`config.mk`:
```
export PLATFORM = sky130hd
export DESIGN_NAME = execute_stage
export DESIGN_NICKNAME = d
export VERILOG_FILES = /design/src/rtl/ex_pkg.sv /design/src/rtl/ex_alu.sv /design/src/rtl/execute_stage.sv
export SDC_FILE = /design/constraint.sdc
export NUM_CORES = 1
export LEC_CHECK = 0
export ABC_AREA = 0
export BUFFER_PORTS_ARGS = -buffer_cell sky130_fd_sc_hd__clkbuf_2
export CAP_MARGIN = 20
export CORE_ASPECT_RATIO = 2
export CORE_UTILIZATION = 35
export DETAILED_ROUTE_END_ITERATION = 6
export GPL_ROUTABILITY_DRIVEN = 0
export SLEW_MARGIN = 25
export SYNTH_ARGS = -nofsm -noshare
export SYNTH_HDL_FRONTEND = slang
export SYNTH_SLANG_ARGS = --single-unit
export TNS_END_PERCENT = 30
```
`constraint.sdc`:
```
create_clock -name clk -period 7.5 [get_ports clk]
set_input_delay 1.5 -clock clk [delete_from_list [all_inputs] [get_ports clk]]
set_output_delay 1.5 -clock clk [all_outputs]
set_load 0.01 [all_outputs]
```
`src/rtl/ex_pkg.sv`:
```
// Shared definitions for the execute stage: ALU operation encodings and default widths.
package ex_pkg;

    localparam int XLEN_DEF = 32;
    localparam int REGW_DEF = 5;

    localparam logic [2:0] ALU_AND = 3'b000;
    localparam logic [2:0] ALU_OR  = 3'b001;
    localparam logic [2:0] ALU_ADD = 3'b010;
    localparam logic [2:0] ALU_MUL = 3'b011;
    localparam logic [2:0] ALU_XOR = 3'b100;
    localparam logic [2:0] ALU_SRL = 3'b101;
    localparam logic [2:0] ALU_SUB = 3'b110;
    localparam logic [2:0] ALU_SLT = 3'b111;

endpackage

```
`src/rtl/ex_alu.sv`:
```
// Combinational ALU with zero flag. Define EX_MUL_EN to enable the low-half multiply
// on ALU_MUL; otherwise that op yields 0.
module ex_alu
    import ex_pkg::*;
#(
    parameter int XLEN = XLEN_DEF
) (
    input  logic [XLEN-1:0] a,
    input  logic [XLEN-1:0] b,
    input  logic [2:0]      ctrl,
    output logic [XLEN-1:0] result,
    output logic            zero
);

    localparam int SHW = $clog2(XLEN);

    logic signed [XLEN-1:0] a_s;
    logic signed [XLEN-1:0] b_s;

    assign a_s = a;
    assign b_s = b;

    always_comb begin
        result = '0;
        case (ctrl)
            ALU_AND: result = a & b;
            ALU_OR:  result = a | b;
            ALU_ADD: result = a + b;
`ifdef EX_MUL_EN
            // Low half of the product is the same for signed and unsigned operands.
            ALU_MUL: result = a * b;
`else
            ALU_MUL: result = '0;
`endif
            ALU_XOR: result = a ^ b;
            ALU_SRL: result = a >> b[SHW-1:0];
            ALU_SUB: result = a - b;
            ALU_SLT: result = {{(XLEN-1){1'b0}}, (a_s < b_s)};
        endcase
    end

    assign zero = (result == '0);

endmodule

```
`src/rtl/execute_stage.sv`:
```
// Execute stage: ALU, branch/jump target adder and the E/M pipeline register.
// EX_MUL_EN (see ex_alu) selects whether ALU_MUL performs a multiply.
module execute_stage
    import ex_pkg::*;
#(
    parameter int XLEN = XLEN_DEF,
    parameter int REGW = REGW_DEF
) (
    input  logic            clk,
    input  logic            reset,
    input  logic            en,
    input  logic [XLEN-1:0] pc_e,
    input  logic [XLEN-1:0] src_a_e,
    input  logic [XLEN-1:0] src_b_e,
    input  logic [XLEN-1:0] imm_e,
    input  logic [2:0]      alu_ctrl_e,
    input  logic [XLEN-1:0] write_data_e,
    input  logic [REGW-1:0] write_reg_e,
    output logic [XLEN-1:0] alu_result_e,
    output logic [XLEN-1:0] alu_out_m,
    output logic            zero_m,
    output logic [XLEN-1:0] target_m,
    output logic [XLEN-1:0] write_data_m,
    output logic [REGW-1:0] write_reg_m,
    output logic [XLEN-1:0] pc_m
);

    logic            zero_e;
    logic [XLEN-1:0] target_e;

    ex_alu #(.XLEN(XLEN)) u_alu (
        .a      (src_a_e),
        .b      (src_b_e),
        .ctrl   (alu_ctrl_e),
        .result (alu_result_e),
        .zero   (zero_e)
    );

    // Immediate is already byte-scaled upstream; the sum simply wraps.
    assign target_e = pc_e + imm_e;

    // E -> M boundary; en low (dcache miss) freezes the whole register.
    always_ff @(posedge clk or negedge reset) begin
        if (!reset) begin
            alu_out_m    <= '0;
            zero_m       <= 1'b0;
            target_m     <= '0;
            write_data_m <= '0;
            write_reg_m  <= '0;
            pc_m         <= '0;
        end else if (en) begin
            alu_out_m    <= alu_result_e;
            zero_m       <= zero_e;
            target_m     <= target_e;
            write_data_m <= write_data_e;
            write_reg_m  <= write_reg_e;
            pc_m         <= pc_e;
        end
    end

endmodule

```
==> flow_summary.ini <==
[run_status]
status = finished clean

[clock_tree]
h-tree-depth = 4
cts_setup_buffers = 0
cts_made_buffers = 17
cts_root_buffer = clkbuf_16
cts_hold_buffers = 0
clockBufferDepth = 2
clk-insertion-delay-late_ps = 440
clkSinkCount = 134
clk_pin_slew_ps = 60
cts-resized-gates = 0
cts_tree = yes

[die]
die_w_um = 144
start_util_pct = 35.5
fp.dieH_um = 285
num_io_pins = 337
dieArea_mm2 = 0.0410
core_mm2 = 0.0396
rows = 103

[setup_path]
path_class = in2out
path_max_fanout = 6
r2r_slack_ps = 6720
cp.required_ps = 6000
start_kind = input port
cp_slowest_cell = a211oi_1
cp_cell_sequence = clkbuf_2 > inv_1 > ha_1 > fa_1 > or2_2 > a221oi_1 > buf_4 > o221ai_1 > a211oi_1 > o31ai_1 > a211o_1 > a21oi_1 > o21ai_0 > buf_4 > clkbuf_2
end_kind = output pin
crit_arrival_ps = 5540
cpPeakStageDelay_ps = 920

[power_and_ir_drop]
clockPowerShare_pct = 28.2
comb_power_share_pct = 42.5
p_int_uw = 1820
pwr-share-seq_pct = 29.3
peakVddDrop_mv = 0.178
powerDensity_mw_per_mm2 = 179
leakage_uw = 0.00803
p_sw_uw = 1230
switching_share_pct = 40.4

[placed_design]
dpl-instance-area_mm2 = 0.0164
portBuffers = 336
dp_hpwl_mm = 48.2

[route]
firstDrtPassIters = 7
drt-initial-drc-count = 1006
avgViaCountPerCell = 6.04
post_drt_wl_per_cell_um = 26.4
vias = 14900
drcViolationCount = 0
detail-route-antenna-nets = 0
wl_mm = 65.3

[synthesis]
ys.flop_type = dfrtp_1
synth_edf_count = 0
synth_common_cells = 155 x nor2_1, 134 x dfrtp_1, 132 x mux2_2
synth_most_common_cell = nor2_1
yosysWarnings = 0
synthArstFlopShare_pct = 100
syn_nets = 1925
synth_area_leaders = dfrtp_1 24%, ha_1 11%, mux2_2 11%
ys_seq_area_share_pct = 23.8
synth_seq_cells = 134
syn_area_mm2 = 0.0141
synthDistinctLibCells = 87
syn_inst = 1622
avgSynthCellArea_um2 = 8.67
netlist.area_leader.share_pct = 23.8
yosys.area.top_type = dfrtp_1

[finish]
postLayoutCellArea_mm2 = 0.0170
final.fill_count = 4022
drive_above_1_share_pct = 30.8
diodes = 0
num-nets-final = 2237
area_delta_synth_final_pct = 20.9

[global_route]
grt_max_degree = 80
grt-ovfl-total = 0
grt_pass1_vias = 15300
grt_pass1_wl_mm = 95.5
antenna_found_initial = 2
track_usage_pct = 32.3

[timing]
fin_tns_setup_ps = 0
fmax_mhz = 142
final.min_clock_period_ps = 7040
setup_violations = 0
final-max-slew-violation-count = 0
rsz0062_at_grt = false
relSlewSlack_pct = 25.2
tightest_slew_ps = 1110
finalHoldViolCount = 0
period_share_pct = 93.9
clock_skew_ps = 0

[job]
max_cap_violations = 0

[hold_path]
hold_class = reg2reg
==> worst max-delay path, delay by kind of cell <==
family / cells / cell delay [ps]
AO/OA/AOI/OAI: 7 / 2260
AND/OR/NAND/NOR: 1 / 320
adder cells (fa/ha/maj): 2 / 700
buffers and inverters: 5 / 740
==> sequential cells by signal, indices dropped and copies added (netlist names) <==
register      flops
alu_out_m        32
pc_m             32
target_m         32
write_data_m     32
write_reg_m       5
zero_m            1
==> metrics by stage <==
step                      hold slack, ps  cells  util (%)  total power [uW]  setup slack (ps)
after detailed placement             483   2439      41.4              2150               693
after global routing                 522   2472      43.0              3200               250
after global placement               477   2439      41.4              2140               775
final                                497   2472      43.0              3050               461
after CTS                            499   2471      42.9              3030               679
after floorplan                      524   1622         -              1630               826
==> per-layer routing <==
| layer | share of wire (%) | routed length, um | track usage [%] |
|---|---|---|---|
| met1 | 32 | 21100 | 31.2 |
| met2 | 51 | 33100 | 57.1 |
| met3 | 8.5 | 5520 | 9.11 |
| met4 | 8.5 | 5540 | 24.6 |
| met5 | 0.041 | 27 | 0 |
==> power by group through the flow <==
stage / registers (uW) / clock network, uW / logic (uW)
2_1_floorplan: 953 / 0 / 681
3_3_place_gp: 899 / 0 / 1240
3_5_place_dp: 906 / 0 / 1240
4_1_cts: 893 / 890 / 1250
5_1_grt: 909 / 910 / 1380
6_report: 892 / 858 / 1300
==> placed cells by master, fill, tap and decap left out, drive strengths merged, types with 29 or more instances in the layout <==
master  instances
a211oi         30
a21o           33
a21oi         113
buf            53
clkbuf        352
dfrtp         134
ha            129
inv           128
mux2          132
mux2i          29
mux4           30
nand2         100
nor2          155
nor3           32
o21a           31
o21ai          73
o22ai          35
xnor2          29
==> logic make-up (layout without fill, tap and decap cells) <==
group                      after synthesis  in the layout  share of synthesized area [%]
and+or+nand+nor                        430            430                           14.6
DFF                                    134            134                           23.8
AOI/OAI and AO/OA                      483            483                           23.6
muxes                                  191            191                           17.7
buffers and inverters                  215            540                           6.12
xor gates and xnor gates                37             37                           2.30
adders and majority gates              132            132                           11.9
==> layout make-up <==
class | count | area (um^2) | share of cell area [%]
Inverter | 120 | 450 | 2.65
Timing Repair Buffer | 388 | 2080 | 12.3
Multi-Input combinational cell | 1273 | 9850 | 58.0
Sequential cell | 134 | 3350 | 19.7
Clock inverter | 15 | 174 | 1.02
Clock buffer | 17 | 425 | 2.50
Tap cell | 525 | 657 | 3.86
==> worst paths after layout <==
check	endpoint	depth (start not counted)	startpoint
max reg2reg	alu_out_m[10]$_DFFE_PN0P_	1	alu_out_m[10]$_DFFE_PN0P_
min in group asynchronous	write_data_m[13]$_DFFE_PN0P_	1	reset
min reg2reg	zero_m$_DFFE_PN0P_	2	zero_m$_DFFE_PN0P_
max	alu_result_e[0]	15	src_a_e[0]
max in group asynchronous	alu_out_m[28]$_DFFE_PN0P_	2	reset
min	zero_m$_DFFE_PN0P_	2	zero_m$_DFFE_PN0P_
Power figures use the tool's default switching activity.
